===== config.mk =====
export PLATFORM = sky130hd
export DESIGN_NAME = mux16_rr_scheduler
export DESIGN_NICKNAME = d
export VERILOG_FILES = /design/src/rtl/mux16_rr_scheduler.sv
export SDC_FILE = /design/constraint.sdc
export NUM_CORES = 1
export LEC_CHECK = 0
export ABC_CLOCK_PERIOD_IN_PS = 5600
export CORE_MARGIN = 4
export CORE_UTILIZATION = 40
export CTS_CLUSTER_DIAMETER = 200
export DETAILED_ROUTE_END_ITERATION = 6
export GPL_TIMING_DRIVEN = 0
export PLACE_DENSITY = 0.7
export SLEW_MARGIN = 30
export SYNTH_ARGS = -nofsm -noshare
export SYNTH_HDL_FRONTEND = slang
export SYNTH_SLANG_ARGS = --single-unit

===== constraint.sdc =====
create_clock -name clk -period 5.6 [get_ports clk]
set_input_delay 0.84 -clock clk [delete_from_list [all_inputs] [get_ports clk]]
set_output_delay 0.84 -clock clk [all_outputs]
set_load 0.1 [all_outputs]

===== src/rtl/mux16_rr_scheduler.sv =====
// ---------------------------------------------------------------------------
// mux16_rr_scheduler
//
// Round-robin scheduler sharing one 16:1 single-bit mux among sixteen
// requesters. It drives the mux select and a one-hot grant. While a grant is
// active it registers the returning mux output as a sample stream.
//
// Each grant is followed by one GAP cycle and then one IDLE cycle. This
// guarantees two grant-free cycles between back-to-back owners.
//
// Ports
//   clk           in   1   rising-edge clock
//   rst           in   1   asynchronous, active-high reset
//   en            in   1   arbitration enable, sampled only in IDLE
//   req           in  16   request per channel (bit i -> mux input i)
//   release_grant in   1   current owner ends its grant ("release" is a
//                          reserved word, hence the longer name)
//   mux_in        in   1   combinational 16:1 mux output for current sel
//   sel           out  4   registered mux select (binary channel index)
//   grant         out 16   registered one-hot grant, zero outside GRANT
//   busy          out  1   high while in GRANT
//   data_q        out  1   registered mux_in sample
//   data_valid    out  1   high the cycle after each GRANT cycle
// ---------------------------------------------------------------------------
module mux16_rr_scheduler #(
    parameter int unsigned HOLD_MAX = 8  // max consecutive grant cycles, 1..255
) (
    input  logic        clk,
    input  logic        rst,
    input  logic        en,
    input  logic [15:0] req,
    input  logic        release_grant,
    input  logic        mux_in,
    output logic [3:0]  sel,
    output logic [15:0] grant,
    output logic        busy,
    output logic        data_q,
    output logic        data_valid
);

    typedef enum logic [1:0] {
        ST_IDLE  = 2'd0,
        ST_GRANT = 2'd1,
        ST_GAP   = 2'd2
    } state_t;

    state_t      state_r;
    state_t      state_nxt_s;
    logic [3:0]  ptr_r;
    logic [3:0]  sel_r;
    logic [15:0] grant_r;
    logic        busy_r;
    logic [7:0]  hold_cnt_r;
    logic        data_q_r;
    logic        data_valid_r;

    logic [4:0]  win_s;        // {found, index}
    logic        start_s;
    logic        timeout_s;
    logic        exit_s;

    // Scan ptr, ptr+1, ... (mod 16) and return {found, first requesting index}.
    // The 4-bit candidate wraps naturally, so 15 is followed by 0.
    function automatic logic [4:0] find_winner(input logic [15:0] r,
                                               input logic [3:0]  p);
        logic       found;
        logic [3:0] idx;
        logic [3:0] cand;
        found = 1'b0;
        idx   = p;
        for (int k = 0; k < 16; k++) begin
            cand = p + 4'(k);
            if (!found && r[cand]) begin
                found = 1'b1;
                idx   = cand;
            end else begin
                found = found;
            end
        end
        return {found, idx};
    endfunction

    // Arbitration result and grant-termination conditions.
    always_comb begin
        win_s     = find_winner(req, ptr_r);
        start_s   = en && win_s[4];
        timeout_s = (hold_cnt_r == 8'(HOLD_MAX - 1));
        // A single exit covers release, dropped request and timeout together.
        exit_s    = release_grant || !req[sel_r] || timeout_s;
    end

    // Next-state logic for IDLE -> GRANT -> GAP -> IDLE.
    always_comb begin
        state_nxt_s = state_r;
        case (state_r)
            ST_IDLE: begin
                if (start_s) begin
                    state_nxt_s = ST_GRANT;
                end else begin
                    state_nxt_s = ST_IDLE;
                end
            end
            ST_GRANT: begin
                if (exit_s) begin
                    state_nxt_s = ST_GAP;
                end else begin
                    state_nxt_s = ST_GRANT;
                end
            end
            ST_GAP:  state_nxt_s = ST_IDLE;
            default: state_nxt_s = ST_IDLE;
        endcase
    end

    // State, pointer, grant, hold counter and sampled-data registers.
    always_ff @(posedge clk or posedge rst) begin
        if (rst) begin
            state_r      <= ST_IDLE;
            ptr_r        <= 4'd0;
            sel_r        <= 4'd0;
            grant_r      <= 16'd0;
            busy_r       <= 1'b0;
            hold_cnt_r   <= 8'd0;
            data_q_r     <= 1'b0;
            data_valid_r <= 1'b0;
        end else begin
            state_r      <= state_nxt_s;
            data_valid_r <= (state_r == ST_GRANT);
            case (state_r)
                ST_IDLE: begin
                    if (start_s) begin
                        sel_r      <= win_s[3:0];
                        grant_r    <= 16'd1 << win_s[3:0];
                        busy_r     <= 1'b1;
                        hold_cnt_r <= 8'd0;
                    end
                end
                ST_GRANT: begin
                    hold_cnt_r <= hold_cnt_r + 8'd1;
                    data_q_r   <= mux_in;
                    if (exit_s) begin
                        grant_r <= 16'd0;
                        busy_r  <= 1'b0;
                        ptr_r   <= sel_r + 4'd1;
                    end
                end
                ST_GAP: begin
                    grant_r <= 16'd0;
                    busy_r  <= 1'b0;
                end
                default: begin
                    // Unreachable encoding: drop any grant and recover via IDLE.
                    grant_r <= 16'd0;
                    busy_r  <= 1'b0;
                end
            endcase
        end
    end

    assign sel        = sel_r;
    assign grant      = grant_r;
    assign busy       = busy_r;
    assign data_q     = data_q_r;
    assign data_valid = data_valid_r;

endmodule

Yosys cells after proc, flatten, opt, wreduce, memory -nomap -nowiden
Index checks and enable logic that the tools add are counted.

storage, ports and cells
  word-level logic and storage cells = 163
  flip-flop bits (word level) = 37
  bits of input ports = 21
  output and inout port bits = 23

operators by class
  mux-type cells = 76
  add/subtract/negate cells = 17
  order comparisons = 17
  shifts and indexed selects = 1
  eq/ne operators = 4
  reductions and logical operators = 40

operators with widths
  kind                                                                   count
  4-bit by 5-bit < comparator with 1-bit output (second input constant)  17
  1-bit binary-select mux with 4-bit select                              17
  4-bit 2-to-1 mux                                                       15
  1-bit 2-to-1 mux                                                       36
  4-bit adder (second input constant)                                    8
  16-bit 2-to-1 mux                                                      2
  16-bit case mux with 2 select lines                                    1
  4-bit by 3-bit adder with 4-bit output (second input constant)         4
  1-bit logical AND                                                      16
  1-bit logical NOT                                                      16
  8-bit case mux with 2 select lines                                     1
  1-bit by 4-bit left shift with 16-bit output (first input constant)    1
  4-bit by 1-bit adder with 4-bit output (second input constant)         2
  4-bit by 2-bit adder with 4-bit output (second input constant)         2
  8-bit by 1-bit adder with 8-bit output (second input constant)         1
  8-bit by 3-bit == test with 1-bit output (second input constant)       1
  8-bit 2-to-1 mux                                                       1
  2-bit AND reduction                                                    4
  2-bit != test (second input constant)                                  2
  2-bit case mux with 2 select lines                                     1
  2-bit by 1-bit == test with 1-bit output (second input constant)       1
  2-bit logical NOT                                                      1
  1-bit logical OR                                                       2
  2-bit 2-to-1 mux                                                       1
  other kinds (2)                                                        2

Depth between registers and ports, before layout
Gate-level depths: netlist of run 1.

  word-level depth = 51
  depth in mapped cells = 18
  depth with buffers taken out = 12

Least setup slack after synthesis of run 1
Ideal clock, no wire load.

  kind = reg2reg
  start point = reg ptr_r[0]
  end point = reg grant_r[1], in the netlist grant[1]
  slack = 1297 ps
  period minus slack after synthesis = 4303 ps
  arrival = 4180 ps
  path buffers = 5
  cell stages (with the launch flop) = 17
  data required time = 5477 ps
  cells stage by stage = dfrtp_1 buf_6 buf_2 inv_2 buf_2 ha_1 buf_2 mux2_2 mux2_2 mux4_2 nor4b_4 nand4_4 or2_1 or3_1 o211a_1 buf_6 a32o_1

on the way
  cells in the longest elaborated chain, start to end = 51
  elaborated cells between the ends (all ways) = 114

RTL lines
  item                                                                                             line  RTL
  start: declaration                                                                               49    logic [3:0] ptr_r;
  start signal: assignment                                                                         144   ptr_r <= sel_r + 4'd1;
  parallel branches: the longest is 51 deep, another holds 4-bit by 1-bit adder with 4-bit output  -
  end signal: assignment                                                                           133   grant_r <= 16'd1 << win_s[3:0];
  end: declaration                                                                                 51    logic [15:0] grant_r;

Several ways; the timed one is not identified. The select of a mux whose other input is x is not followed.
A chain may end at the register's enable or synchronous reset.

Final worst setup path of run 1
  start point = reg ptr_r[2]
  end point = reg grant_r[7], in the netlist grant[7]

The elaborated chain is that of the path after synthesis.

==> flow_summary.yaml, run 1 <==
floorplan:
  rows: 37
  die_area_um2: 12200
  core_um2: 10300
  start_util: 0.408
  fp.dieW_um: 110
  dieHeight_um: 110
  ios: 44
job:
  drv_cap: 0
global_routing:
  grt_max_degree: 38
  grt-ovfl-total: 0
  antenna_found_initial: 0
  gr-usage-all-layers: 0.201
  grt_pass1_wl_mm: 19.3
  grt_pass1_vias: 3693
clock_network:
  clkSinkCount: 37
  clockBufferDepth: 2
  numCtsBuffers: 5
  htreeDepth: 2
  cts_setup_buffers: 0
  clock_latency_ns: 0.29
  path_clk_slew_ns: 0.07
  cts_tree: "done"
  ctsRootBufferMaster: "clkbuf_8"
yosys:
  synth_area_leaders: "dfrtp_1 (22%), mux4_2 (16%), mux2_2 (7.0%), mux2i_1 (4.1%), a21oi_1 (3.5%)"
  synth_nets: 464
  yosysMostFrequentCell: "nand2_1"
  synth_ff_type: "dfrtp_1"
  synthXorXnorAreaFrac: 0.0460
  ys_ff_latch: 37
  synth_mux_area_frac: 0.298
  synth_common_cells: "nand2_1 (38), dfrtp_1 (37), nor2_1 (37), a21oi_1 (29), mux4_2 (29)"
  yosys.area.top_type: "dfrtp_1"
  synth_top_area_frac: 0.221
  synthAdderAreaFrac: 0.0269
  synth_area_um2: 4190
  synth_edf_count: 0
  ys_warn_count: 0
  synthSimpleGateAreaFrac: 0.175
  ys_seq_area_frac: 0.221
  synth_top_family_by_area: "multiplexers"
  synth_compound_area_frac: 0.190
  async_reset_ff_frac: 1.00
  synth_cell_types: 67
  avgSynthCellArea_um2: 9.66
  syn-instance-count: 434
place:
  dp_hpwl_mm: 8.97
  port_buffers: 43
  place.gp.congestion: 0.963
  dp_slack_ns: 0.376
  placed_cell_area_um2: 4800
status:
  status: "finished clean"
worst_setup_path:
  crit_path_end_kind: "register"
  worst_ep_arrival_time_ns: 5.27
  cp_common_cell: "buf_2"
  cp_max_fo: 10
  cpPeakStageDelay_ns: 0.60
  cp-start-kind: "register"
  cp_slowest_cell: "o41ai_2"
  worstSetupPathType: "register to register"
  path_cells: "buf_2 -> clkbuf_1 -> clkbuf_2 -> inv_1 -> ha_1 -> a21boi_0 -> xnor2_1 -> mux2_2 -> nor2_1 -> nand3_2 -> o41ai_2 -> mux2i_1 -> nor2_2 -> buf_2 -> nand2_1 -> o31ai_1"
  critPathRequiredTime_ns: 5.80
timing:
  final.setup.tns_ns: 0
  hold_viol: 0
  finalSetupViolations: 0
  setup_ws_ns: 0.533
  final_max_slew_viol_count: 0
  fmax_mhz: 197
  relSlewSlack: 0.344
  min_period_ns: 5.07
  grt_setup_unrepaired: "false"
  fin_skew_ns: 0.00248
  period_share: 0.905
  tightest_slew_ns: 0.981
route:
  wirelength_mm: 11.9
  drtPass1Iterations: 5
  antenna_left: 0
  vias: 3872
  wire_per_inst_um: 19.2
  detail_route.iter0.violations: 296
  via_per_inst: 6.24
  drc_errors: 0
layout:
  drive_above_1_share: 0.208
  nNetsFinal: 514
  n_antenna_cell: 0
  finalInstanceArea_um2: 4920
  syn_to_final_growth_pct: 17.5
hold_path:
  worst_hold_path_type: "register to register"
[placed cells by master (no fill, tap or decap), drive strengths merged, types with 5 or more instances in the layout]
| master | instances |
|---|---|
| clkdlybuf4s50 | 43 |
| nor2 | 39 |
| nand2 | 38 |
| dfrtp | 37 |
| mux4 | 34 |
| a21oi | 29 |
| mux2 | 26 |
| o21ai | 21 |
| mux2i | 17 |
| nor3 | 17 |
| o31ai | 17 |
| buf | 15 |
| clkbuf | 15 |
| xor2 | 12 |
| nand3 | 11 |
| inv | 11 |
| xnor2 | 10 |
| ha | 9 |
| a211oi | 7 |
| nand4 | 6 |
| nand2b | 5 |
| a21o | 5 |
| or3 | 5 |
| o211ai | 5 |
[final timing paths]
check,cells after the start,endpoint,start,slack (ns)
hold / removal,2,grant[8]$_DFFE_PP0P_,grant[8]$_DFFE_PP0P_,0.49
min in group asynchronous,2,hold_cnt_r[1]$_DFFE_PP0P_,rst,1.00
hold reg to reg,2,grant[8]$_DFFE_PP0P_,grant[8]$_DFFE_PP0P_,0.49
setup / recovery,16,grant[7]$_DFFE_PP0P_,ptr_r[2]$_DFFE_PP0P_,0.53
setup reg to reg,16,grant[7]$_DFFE_PP0P_,ptr_r[2]$_DFFE_PP0P_,0.53
max in group asynchronous,2,hold_cnt_r[7]$_DFFE_PP0P_,rst,4.12
[per-layer routing]
layer | vias to the layer above | global-route usage | part of all wire
met5 | - | 0 | 0
met4 | 0 | 0.0545 | 0.021
met3 | 25 | 0.0332 | 0.078
met2 | 180 | 0.313 | 0.46
met1 | 1877 | 0.291 | 0.44
li1 | 1790 | - | -
[through the flow]
stage               std cells  utilization  hold slack [ns]
floorplan                 434            -            0.461
global placement          613        0.466            0.469
detailed placement        613        0.467            0.470
CTS                       621        0.478            0.485
global route              621        0.479            0.514
finish                    621        0.479            0.486
[critical path: cells and delay by family, from the launching register on]
family | cells | cell delay (ns)
XOR/XNOR | 1 | 0.46
adder cells (fa/ha/maj) | 1 | 0.27
buffers and inverters | 5 | 1.48
multiplexers | 2 | 0.64
AO/OA/AOI/OAI | 3 | 0.82
flip-flops | 1 | 0.37
AND/OR/NAND/NOR | 4 | 0.91
[state kept, by name, indices dropped and copies added (netlist names)]
signal	flops
busy	1
sel	4
grant	16
hold_cnt_r	8
ptr_r	4
data_q	1
state_r	2
data_valid	1
[timing repair]
item | in CTS | in global routing
hold buffers | 0 | 0
resized for setup | 0 | 4
setup endpoints to repair | 0 | 10
[cell type report]
type | instances | area [um2]
Buffer | 23 | 141
Clock buffer | 7 | 86.3
Clock inverter | 1 | 30.0
Fill cell | 980 | 5350
Inverter | 11 | 41.3
Multi-Input combinational cell | 363 | 3100
Sequential cell | 37 | 926
Tap cell | 136 | 170
Timing Repair Buffer | 43 | 430
[logic make-up (layout without fill, tap and decap cells)]
logic type / Yosys count / in the layout
xor gates and xnor gates: 22 / 22
muxes: 77 / 77
and+or+nand+nor: 142 / 142
adders and majority gates: 9 / 9
buffers and inverters: 34 / 85
AOI/OAI and AO/OA: 113 / 113
DFF: 37 / 37
Power of run 1 is left out: the tool's default activity adds up to more than one toggle a clock period on the data nets, which glitch-free logic cannot reach.
==> inputs of run 2 (changes only) <==
PLACE_DENSITY = 0.63   (was 0.7)
==> flow_summary.yaml, run 2 (synthesis gave the netlist of run 1 again) <==
timing:
  final_max_slew_viol_count: 0
  final.setup.tns_ns: 0
  fin_skew_ns: 0.00325
  grt_setup_unrepaired: "false"
  hold_viol: 0
  finalSetupViolations: 0
  fmax_mhz: 191
  tightest_slew_ns: 0.989
  period_share: 0.936
  min_period_ns: 5.24
  relSlewSlack: 0.338
worst_setup_path:
  rr_startpoint: "ptr_r[2]$_DFFE_PP0P_"
  crit_path_end_kind: "register"
  cp_max_fo: 10
  critPathRequiredTime_ns: 5.79
  worstSetupPathType: "register to register"
  cp-start-kind: "register"
  worst_ep_arrival_time_ns: 5.43
  critical_path.startpoint: "ptr_r[2]$_DFFE_PP0P_"
  r2r_cells: 16
place:
  dp_hpwl_mm: 9.01
  place.gp.congestion: 0.899
  placed_cell_area_um2: 4800
  port_buffers: 43
layout:
  final_cell_mix: "clkdlybuf4s50_1 (43), nand2_1 (38), nor2_1 (37), dfrtp_1 (37)"
  layout_commonest_cell: "clkdlybuf4s50_1"
  post-route-util: 0.475
  drive_above_1_share: 0.200
  syn_to_final_growth_pct: 16.5
  nNetsFinal: 514
  finalInstanceArea_um2: 4880
  n_antenna_cell: 0
  largest_reg_flops: 16
global_routing:
  gr-usage-all-layers: 0.200
  grt_pass1_wl_mm: 19.0
  grtUsageMet3: 0.0227
  grt_use_met1: 0.289
  grtUsageMet2: 0.317
  grt_pass1_vias: 3638
  grt_max_degree: 38
  top_usage_layer: "met2"
  antenna_found_initial: 0
  grt-ovfl-total: 0
clock_network:
  cts_setup_buffers: 0
  cts-resized-gates: 0
  numCtsBuffers: 5
  htreeDepth: 2
  path_clk_slew_ns: 0.07
  clock_latency_ns: 0.28
  ctsRootBufferMaster: "clkbuf_8"
  clkSinkCount: 37
  ctsHoldBuffers: 0
  cts_tree: "done"
  clockBufferDepth: 2
floorplan:
  fp.dieW_um: 110
  core_um2: 10300
  die_area_um2: 12200
  start_util: 0.408
  dieHeight_um: 110
  ios: 44
  rows: 37
status:
  status: "finished clean"
hold_path:
  worst_hold_path_type: "register to register"
  hold_start: "grant[6]$_DFFE_PP0P_"
  hold_depth: 2
route:
  vias: 3848
  drtPass1Iterations: 5
  detail_route.iter0.violations: 229
  wire_per_inst_um: 19.0
  wirelength_mm: 11.8
  via_per_inst: 6.20
  drc_errors: 0
  antenna_left: 0
job:
  drv_cap: 0
run 2: cell types whose count changed in the layout (fill, tap and decap cells not counted):
cell and change:
bufinv_16 -1, clkbuf_1 +4, clkbuf_2 -2, clkbuf_8 -1
run 2: routing by layer:
metal  vias up  wire, um
met5         -         0
met4         0       189
met3        16       588
met2       133      5520
met1      1900      5480
li1       1799         -
run 2: worst paths after layout:
kind	end	slack (ns)
min reg2reg	grant[6]$_DFFE_PP0P_	0.48
max reg2reg	grant[3]$_DFFE_PP0P_	0.36
min	grant[6]$_DFFE_PP0P_	0.48
max	grant[3]$_DFFE_PP0P_	0.36
min in group asynchronous	data_q$_DFFE_PP0P_	1.01
max in group asynchronous	hold_cnt_r[7]$_DFFE_PP0P_	4.12
run 2: metrics by stage:
step                      instances  setup slack [ns]  hold slack, ns
after global routing            621            0.0366           0.498
after CTS                       621             0.465           0.481
after global placement          613             0.438           0.468
after floorplan                 434              1.30           0.461
after detailed placement        613             0.478           0.465
final                           621             0.357           0.475
run 2: critical path: stages, from the launching register on:
cell	delay (ns)
dfrtp_1	0.37
buf_2	0.20
clkbuf_1	0.41
clkbuf_1	0.51
inv_1	0.25
ha_1	0.29
a21boi_0	0.16
xnor2_1	0.47
mux2_2	0.49
nor2_1	0.34
nand3_2	0.21
o41ai_2	0.58
mux2i_1	0.16
nor2_2	0.30
buf_2	0.27
nand2_1	0.07
o31ai_1	0.07
run 2: layout make-up:
| cell class | count | area [um2] |
|---|---|---|
| multi-input combinational | 363 | 3100 |
| buffer | 23 | 139 |
| tap | 136 | 170 |
| inverter | 11 | 41.3 |
| clock buffer | 8 | 80.1 |
| fill | 993 | 5390 |
| sequential | 37 | 926 |
| timing repair buffer | 43 | 430 |
Power of run 2 is left out for the same reason.
==> inputs of run 3 (changes only) <==
CORE_MARGIN = 2   (was 4)
==> flow_summary.yaml, run 3 (synthesis gave the netlist of run 1 again) <==
timing:
  hold_viol: 0
  final.setup.tns_ns: 0
  tightest_slew_ns: 0.981
  finalSetupViolations: 0
  min_period_ns: 5.18
  fin_skew_ns: 0.00301
  fmax_mhz: 193
  grt_setup_unrepaired: "false"
  relSlewSlack: 0.344
  period_share: 0.926
  setup_ws_ns: 0.417
  final_max_slew_viol_count: 0
route:
  vias: 3864
  via_per_inst: 6.24
  wire_per_inst_um: 19.3
  drc_errors: 0
  detail_route.iter0.violations: 270
  wirelength_mm: 11.9
  drtPass1Iterations: 7
  antenna_left: 0
place:
  dp_slack_ns: 0.434
  port_buffers: 43
  dp_hpwl_mm: 8.99
  place.gp.congestion: 0.901
worst_setup_path:
  worst-path-buf-inv: 6
  critical_path.startpoint: "ptr_r[1]$_DFFE_PP0P_"
  critical_path_depth: 17
  cpPeakStageDelay_ns: 0.57
  critPathRequiredTime_ns: 5.79
  cp-start-kind: "register"
  crit_path_end_kind: "register"
  rr_startpoint: "ptr_r[1]$_DFFE_PP0P_"
  r2r_cells: 17
  worstSetupPathType: "register to register"
  path_cells: "buf_4 -> buf_6 -> buf_6 -> inv_1 -> ha_1 -> clkbuf_1 -> mux4_2 -> mux2_2 -> mux2_2 -> nor2_1 -> nand3_2 -> o41ai_2 -> mux2i_1 -> nor2_2 -> buf_2 -> nand2_1 -> o31ai_1"
  crit_family: "buffers and inverters"
  worst_ep_arrival_time_ns: 5.37
  cp_max_fo: 10
  r2r_end: "grant[7]$_DFFE_PP0P_"
  rrSetupSlack_ns: 0.42
  cp_slowest_cell: "o41ai_2"
layout:
  final_cell_mix: "clkdlybuf4s50_1 (43), nand2_1 (38), nor2_1 (37), dfrtp_1 (37)"
  nNetsFinal: 514
  syn_to_final_growth_pct: 16.4
  largest_reg_flops: 16
  fill_cells: 951
  n_antenna_cell: 0
  layout_commonest_cell: "clkdlybuf4s50_1"
  post-route-util: 0.477
  drive_above_1_share: 0.205
status:
  status: "finished clean"
global_routing:
  grt_pass1_vias: 3635
  grt-ovfl-total: 0
  gr-usage-all-layers: 0.214
  grtUsageMet3: 0.0251
  grtUsageMet2: 0.341
  top_usage_layer: "met2"
  grt_max_degree: 38
  antenna_found_initial: 0
  grt_pass1_wl_mm: 19.4
  grt_use_met1: 0.309
job:
  drv_cap: 0
clock_network:
  cts_setup_buffers: 0
  htreeDepth: 2
  clockBufferDepth: 2
  clkSinkCount: 37
  ctsHoldBuffers: 0
  ctsRootBufferMaster: "clkbuf_8"
  numCtsBuffers: 5
  path_clk_slew_ns: 0.07
  clock_latency_ns: 0.28
  cts_tree: "done"
floorplan:
  die_area_um2: 11300
  fp.dieW_um: 106
  rows: 37
  dieHeight_um: 106
  core_um2: 10200
  ios: 44
  start_util: 0.410
hold_path:
  worst_hold_path_type: "register to register"
  hold_start: "grant[2]$_DFFE_PP0P_"
  min_to: "grant[2]$_DFFE_PP0P_"
  hold_depth: 2
## run 3: cell types whose count changed in the layout (fill, tap and decap cells not counted)
cell / change
clkbuf_1: -4
clkbuf_2: +1
clkinv_2: +1
## run 3: how the worst max path moves through the flow
| stage | end |
|---|---|
| floorplan | grant[1]$_DFFE_PP0P_ |
| global placement | grant[13]$_DFFE_PP0P_ |
| detailed placement | grant[7]$_DFFE_PP0P_ |
| CTS | grant[7]$_DFFE_PP0P_ |
| global route | grant[7]$_DFFE_PP0P_ |
| finish | grant[7]$_DFFE_PP0P_ |
## run 3: metal layers
| layer | part of all wire | up-vias |
|---|---|---|
| met5 | 0 | - |
| met4 | 0.022 | 0 |
| met3 | 0.061 | 21 |
| met2 | 0.46 | 177 |
| met1 | 0.46 | 1887 |
| li1 | - | 1779 |
## run 3: repair_timing
action	4_1_cts	5_1_grt
endpoints found under the hold margin	0	0
gates resized for setup	0	2
setup endpoints to repair	0	1
## run 3: final cells by class
class / count / area (um2) / share of cell area
Buffer: 23 / 140 / 0.0287
Inverter: 11 / 41.3 / 0.00846
Multi-Input combinational cell: 363 / 3100 / 0.635
Clock inverter: 1 / 5.00 / 0.00103
Clock buffer: 5 / 68.8 / 0.0141
Timing Repair Buffer: 43 / 430 / 0.0882
Sequential cell: 37 / 926 / 0.190
Tap cell: 136 / 170 / 0.0349
## run 3: metrics by stage
step                      hold WS (ns)  area, um2  std cells
after floorplan                  0.461       4190        434
after global placement           0.469       4790        613
after detailed placement         0.472       4800        613
after CTS                        0.487       4880        619
after global routing             0.512       4880        619
final                            0.477       4880        619
## run 3: worst register-to-register path, stage by stage (launching register included)
cell and delay (ns):
dfrtp_1 0.42, buf_4 0.20, buf_6 0.17, buf_6 0.18, inv_1 0.20, ha_1 0.35, clkbuf_1 0.43, mux4_2 0.46
mux2_2 0.32, mux2_2 0.37, nor2_1 0.34, nand3_2 0.20, o41ai_2 0.57, mux2i_1 0.16, nor2_2 0.29, buf_2 0.28
nand2_1 0.08, o31ai_1 0.07
Power of run 3 is left out for the same reason.
